===== src/rtl/fifo_serializer_pkg.sv =====
// Shared types and constants for the fifo_serializer slice.
// The PARITY state only exists when FIFO_SERIALIZER_PARITY_EN is defined.
package fifo_serializer_pkg;

  typedef enum logic [2:0] {
    IDLE,
    POP,
    LOAD,
    START,
    DATA,
`ifdef FIFO_SERIALIZER_PARITY_EN
    PARITY,
`endif
    STOP
  } ser_state_t;

  localparam logic TX_IDLE_LVL  = 1'b1;
  localparam logic TX_START_LVL = 1'b0;

  // Counter width for a range of n values, never narrower than one bit
  function automatic int cnt_width(input int n);
    return (n > 1) ? $clog2(n) : 1;
  endfunction

endpackage


===== src/rtl/fifo_serializer_bit_timer.sv =====
// Bit-period timer: counts 0..CLKS_PER_BIT-1 and flags the last cycle of each period.
module bit_timer
  import fifo_serializer_pkg::*;
#(
  parameter int CLKS_PER_BIT = 4
) (
  input  logic clk,
  input  logic rst,
  input  logic clear,
  output logic tick
);

  localparam int TW = cnt_width(CLKS_PER_BIT);

  logic [TW-1:0] cnt;

  assign tick = (cnt == TW'(CLKS_PER_BIT - 1));

  always_ff @(posedge clk) begin
    if (!rst || clear) begin
      cnt <= '0;
    end else if (tick) begin
      cnt <= '0;
    end else begin
      cnt <= cnt + TW'(1);
    end
  end

endmodule


===== src/rtl/fifo_serializer.sv =====
// Drains the fifo one word at a time and sends it LSB-first as an async serial frame.
// Define FIFO_SERIALIZER_PARITY_EN to insert an even-parity bit before the stop bit.
module fifo_serializer
  import fifo_serializer_pkg::*;
#(
  parameter int WIDTH        = 8,
  parameter int CLKS_PER_BIT = 4
) (
  input  logic             clk,
  input  logic             rst,
  input  logic [WIDTH-1:0] fifo_out,
  input  logic             fifo_empty,
  output logic             fifo_read_en,
  input  logic             tx_enable,
  output logic             tx,
  output logic             busy,
  output logic             done
);

  localparam int BW = cnt_width(WIDTH);

  ser_state_t       state;
  ser_state_t       state_next;
  logic             tick;
  logic             timer_clear;
  logic [BW-1:0]    bit_cnt;
  logic [WIDTH-1:0] shift;
  logic             last_bit;
`ifdef FIFO_SERIALIZER_PARITY_EN
  logic             parity_bit;
`endif

  // Every state change restarts both the bit timer and the bit counter
  assign timer_clear = (state_next != state);
  assign last_bit    = (bit_cnt == BW'(WIDTH - 1));

  bit_timer #(
    .CLKS_PER_BIT(CLKS_PER_BIT)
  ) u_bit_timer (
    .clk  (clk),
    .rst  (rst),
    .clear(timer_clear),
    .tick (tick)
  );

  always_ff @(posedge clk) begin
    if (!rst) begin
      state <= IDLE;
    end else begin
      state <= state_next;
    end
  end

  always_comb begin
    state_next = state;
    case (state)
      IDLE:  if (tx_enable && !fifo_empty) state_next = POP;
      POP:   state_next = LOAD;
      LOAD:  state_next = START;
      START: if (tick) state_next = DATA;
`ifdef FIFO_SERIALIZER_PARITY_EN
      DATA:   if (tick && last_bit) state_next = PARITY;
      PARITY: if (tick) state_next = STOP;
`else
      DATA:  if (tick && last_bit) state_next = STOP;
`endif
      STOP:  if (tick) state_next = IDLE;
      default: state_next = IDLE;
    endcase
  end

  // The pop strobe is registered so it is high exactly for the POP cycle
  always_ff @(posedge clk) begin
    if (!rst) begin
      fifo_read_en <= 1'b0;
      bit_cnt      <= '0;
      shift        <= '0;
`ifdef FIFO_SERIALIZER_PARITY_EN
      parity_bit   <= 1'b0;
`endif
    end else begin
      fifo_read_en <= (state_next == POP);
      if (state_next != state) begin
        bit_cnt <= '0;
      end else if (state == DATA && tick) begin
        bit_cnt <= bit_cnt + BW'(1);
      end
      if (state == LOAD) begin
        shift <= fifo_out;
      end else if (state == DATA && tick) begin
        shift <= shift >> 1;
      end
`ifdef FIFO_SERIALIZER_PARITY_EN
      if (state == LOAD) begin
        parity_bit <= ^fifo_out;
      end
`endif
    end
  end

  assign busy = (state != IDLE);

  always_comb begin
    tx   = TX_IDLE_LVL;
    done = 1'b0;
    case (state)
      START:  tx = TX_START_LVL;
      DATA:   tx = shift[0];
`ifdef FIFO_SERIALIZER_PARITY_EN
      PARITY: tx = parity_bit;
`endif
      STOP:   done = tick;
      default: tx = TX_IDLE_LVL;
    endcase
  end

endmodule

===== config.mk =====
export PLATFORM = sky130hd
export DESIGN_NAME = fifo_serializer
export DESIGN_NICKNAME = d
export VERILOG_FILES = /design/src/rtl/fifo_serializer_pkg.sv /design/src/rtl/fifo_serializer_bit_timer.sv /design/src/rtl/fifo_serializer.sv
export SDC_FILE = /design/constraint.sdc
export NUM_CORES = 1
export LEC_CHECK = 0
export CELL_PAD_IN_SITES_DETAIL_PLACEMENT = 1
export CELL_PAD_IN_SITES_GLOBAL_PLACEMENT = 1
export CORE_MARGIN = 8
export CORE_UTILIZATION = 37
export CTS_CLUSTER_DIAMETER = 30
export DETAILED_ROUTE_END_ITERATION = 10
export GPL_TIMING_DRIVEN = 0
export PLACE_DENSITY = 0.75
export SYNTH_ARGS = -nofsm -noshare
export SYNTH_HDL_FRONTEND = slang
export SYNTH_SLANG_ARGS = --single-unit

===== constraint.sdc =====
create_clock -name clk -period 1.9 [get_ports clk]
set_input_delay 0.57 -clock clk [delete_from_list [all_inputs] [get_ports clk]]
set_output_delay 0.57 -clock clk [all_outputs]
set_load 0.02 [all_outputs]

# After elaboration in Yosys (flattened, before gate mapping)
# Cells that the tools add are included.
# word_totals
ff_bits	17
input_bits	12
wordCells	37
output_inout_bits	4
# classes
n_mux	9
n_bitwise	1
n_eq_ne	9
reduce_logical	11
addsub	2
# op_table
op	n
$pmux 3 s6	1
$mux 8	2
$mux 3	4
$eq 3x3->1 const B	3
$eq 3x1->1 const B	2
$eq 3x2->1 const B	2
$reduce_or 2->1	2
$add 3x1->3 const B	1
$logic_and 1x1->1	3
$logic_not 3->1	1
$ne 3x3->1	1
$reduce_bool 3->1	1
$add 2x1->2 const B	1
$eq 2x2->1 const B	1
$logic_not 1->1	2
$pmux 1 s2	1
$reduce_bool 2->1	1
$logic_or 1x1->1	1
$mux 1	1
$not 1->1	1

# Logic depth before layout (Yosys ltp)
# logic_depth
depth_word	7
mapped_depth	6
ltp_nobuf	5

# By module
# Synthesis repeated with hierarchy kept, for this count alone.
# unflattened
cells_unflattened	107
hier_area_um2	948.4
# modules_own_cells
module	cells_per_inst	area_per_inst_um2	seq_area_each_um2	instances
fifo_serializer	102	868.3	300.3	1
bit_timer	5	80.1	40.0	1

# Least setup slack after synthesis
# Ideal clock, no wire load.
# synth_path
kind	reg-to-output
from	register state[1]
to	output tx
t_required_ns	1.330
path_buffers	1
stages_incl_launch_ff	5
path_slack_ns	0.236
t_arrival_ns	1.094
path_cell_list	dfxtp_1 buf_2 nand2b_1 nor3_1 a31oi_1
# synth_between
elab_chain_cells	2
word_cells_on_any_way	3
cone_classes	2 x eq/ne; 1 x mux
# synth_rtl
item	line	source
from (decl)	fifo_serializer.sv:22	ser_state_t state;
from (signal assigned)	fifo_serializer.sv:50	state <= state_next;
$eq 3x3->1 or $eq 3x2->1 (tied branches)	fifo_serializer.sv:106	case (state)
$pmux 1 s2 *	fifo_serializer.sv:106	
to (decl)	fifo_serializer.sv:15	output logic tx,
# Every way passes the cells marked *; elsewhere a longest branch is shown, timed or not.

# Worst setup path in the final report
# layout_path
from	register state[2]
to	output busy
# layout_between
elab_chain_cells	1
# layout_rtl
item	line	source
$reduce_bool 3->1	fifo_serializer.sv:101	assign busy = (state != IDLE);
to (decl)	fifo_serializer.sv:16	output logic busy,
# Every way passes these cells.

==> results.md <==
* Status: completed
* H-tree depth at 1
* Clk_lat worst skew at just under 0.3 ns
* Total of max-cap violations at 0
* Drt total wl at 2.44 mm
* # IOs at 16
* Worst slew pin tran at 0.471 ns
* Crit path DAT at 1.28 ns
* Share of layout cells above drive strength 1 at 23.7%
* RD Place Congestion at 0.781
* Cts bufs inserted at 3
* N_diodes at 0
* Syn Inst Count at 98
* Worst rel slew slack at 68.6%
* Initial antenna violation count at 0
* Initial Util at roughly 39%
* Synth unique cells at 34
* Vias in the first global route at 829
* Synth Net Count at 113
* CP max FO at 10
* Fmax at 542 MHz
* Clock root cell: clkbuf_4
* Syn_area_per_cell at 8.64 um^2
* Final Slew Violations at 0
* Clk_skew at 0.00622 ns
* CP required at roughly 1.3 ns
* Placed cells at 141
* Period minus WS final at 1.85 ns
* DRC errors left at 0
* Core Box Area at 2190 um^2
* Largest net degree at the start of global routing at 11
* Async S/R FF share, synth at 0%
* Die W at 63.8 um
* FF+latch count, synth at 17
* Synth Flop Type: dfxtp_1
* First-pass GRT wire length at around 4.0 mm
* Synth top area share at between 40% and 50%
* Via density at roughly 5.5
* Gr usage total at 12.3%
* Pre-antenna DRT Iters at 4
* Post-synth EDFFs at 0
* Worst-case clock buffer depth at 2
* Post-CTS Hold Buffers at 0
* PortBufs at 15
* Core Rows at 17
* Die Span Y at about 64 um
* Area growth syn-to-layout at 32.9%
* Clk slew on worst S/H paths at about 0.09 ns
* Final cell count without fillers at 146
* Power density over the cells at 649 nW/um^2
* HP Class: flop to flop
* Critical Path Start Type: flop
* Sink Count at 17
* Worst vdd ir at 0.419 mV
* Crit end category: primary output
* Yosys warning total at 0
* Setup violators final at 0
* Hold slack final at roughly 0.45 ns
* Avg WL per Cell at 16.7 um
* Final hold vios at 0
* Full die area at 4080 um^2
* Util after Layout at 51.4%
* Post-route ant nets at 0
* Dominant cell type by area after synthesis: dfxtp_1
* Iteration-0 DRC Markers at 16
* Nets@finish at approximately 130
* Post-synthesis sequential area ratio at 40.2%
* Final period util at between 90 and 100%
* Post-Synthesis Cell Area at 847 um^2
* Static Leak at 0.396 nW
* CP Class: flop to primary output
* Synth cell count leaders: dfxtp_1 (17), nand2_1 (12), a21oi_1 (7)
* CTS tree: yes
* DPL Wire Length at between 1.5 and 2 mm
* Vias at 808
* Most frequent cell after synthesis: dfxtp_1
* Ranking of synthesized cells by area: dfxtp_1 (40%), nand2_1 (5.3%), a22oi_1 (4.4%)
* Overflow after GRT at 0
## stage by stage
step	setup TNS [ns]	worst slack [ns]	area, um^2	total power [W]
final	0	0.0550	1130	0.000730
after global routing	-0.0159	-0.0128	1130	0.000776
after CTS	0	0.00509	1090	0.000735
after detailed placement	-1.45	-0.296	1030	0.000526
after global placement	-1.22	-0.266	1030	0.000519
after floorplan	0	0.236	847	0.000467
## worst max-delay path: stages (launching register included)
cell and delay (ns):
dfxtp_2 0.35, buf_6 0.15, clkinvlp_4 0.12, nand2_1 0.09, clkdlybuf4s15_2 0.26
## registers in the layout, indices dropped and copies added (netlist names)
signal / cells
fifo_read_en: 1
state: 3
u_bit_timer.cnt: 2
bit_cnt: 3
shift: 8
## layout by cell type, fill, tap and decap left out, drive strengths merged, types with 3 or more instances in the layout
cell	instances
buf	9
ha	3
a21oi	7
o21ai	6
clkbuf	5
a22oi	5
dfxtp	17
nor3	3
nor2b	3
clkdlybuf4s50	12
a31oi	4
nand2	12
nand3	6
## cell families after synthesis
kind of cell / after synthesis / share of synthesized area (%)
DFF: 17 / 40.2
and+or+nand+nor: 37 / 24.7
AOI/OAI and AO/OA: 29 / 22.7
muxes: 2 / 2.36
adders and majority gates: 3 / 4.43
buffers and inverters: 10 / 5.61
## final cells by class
class	instances	area, um^2
plain buffers	6	50.0
clock buffers	4	26.3
fillers	257	1060
inverters	3	15.0
multi-input cells	71	489
flip-flops and latches	17	349
well taps	28	35.0
repair buffers	17	161
## path summary, 6_finish.rpt
path                                                     from                       endpoint  slack [ns]  cells past startpoint
worst max register to register            state[1]$_SDFF_PN0_          shift[6]$_SDFFE_PN0P_        0.31                      5
worst min register to register  u_bit_timer.cnt[0]$_SDFF_PP0_  u_bit_timer.cnt[0]$_SDFF_PP0_        0.45                      1
worst max-delay path                      state[2]$_SDFF_PN0_                           busy        0.05                      4
worst min-delay path            u_bit_timer.cnt[0]$_SDFF_PP0_  u_bit_timer.cnt[0]$_SDFF_PP0_        0.45                      1
## where the power goes
group / leakage (nW) / internal [W] / switching [W]
sequential: 0.141 / 0.000380 / 0.0000192
combinational: 0.240 / 0.0000687 / 0.0000649
clock: 0.0150 / 0.0000818 / 0.000116
## what timing repair did
item / CTS / global route
resized for setup: 25 / 9
pin swaps: 1 / 2
setup endpoints to repair: 3 / 3
setup buffers: 1 / 1
hold endpoints to repair: 0 / 0
## layer usage
layer | track usage, % | vias up | part of all wire (%)
met5 | 0 | - | 0
met4 | 6.69 | 0 | 1.6
met3 | 3.31 | 6 | 5.0
met2 | 19.9 | 20 | 47
met1 | 14.5 | 375 | 46
li1 | - | 407 | -
(Power assumes the default switching activity.)
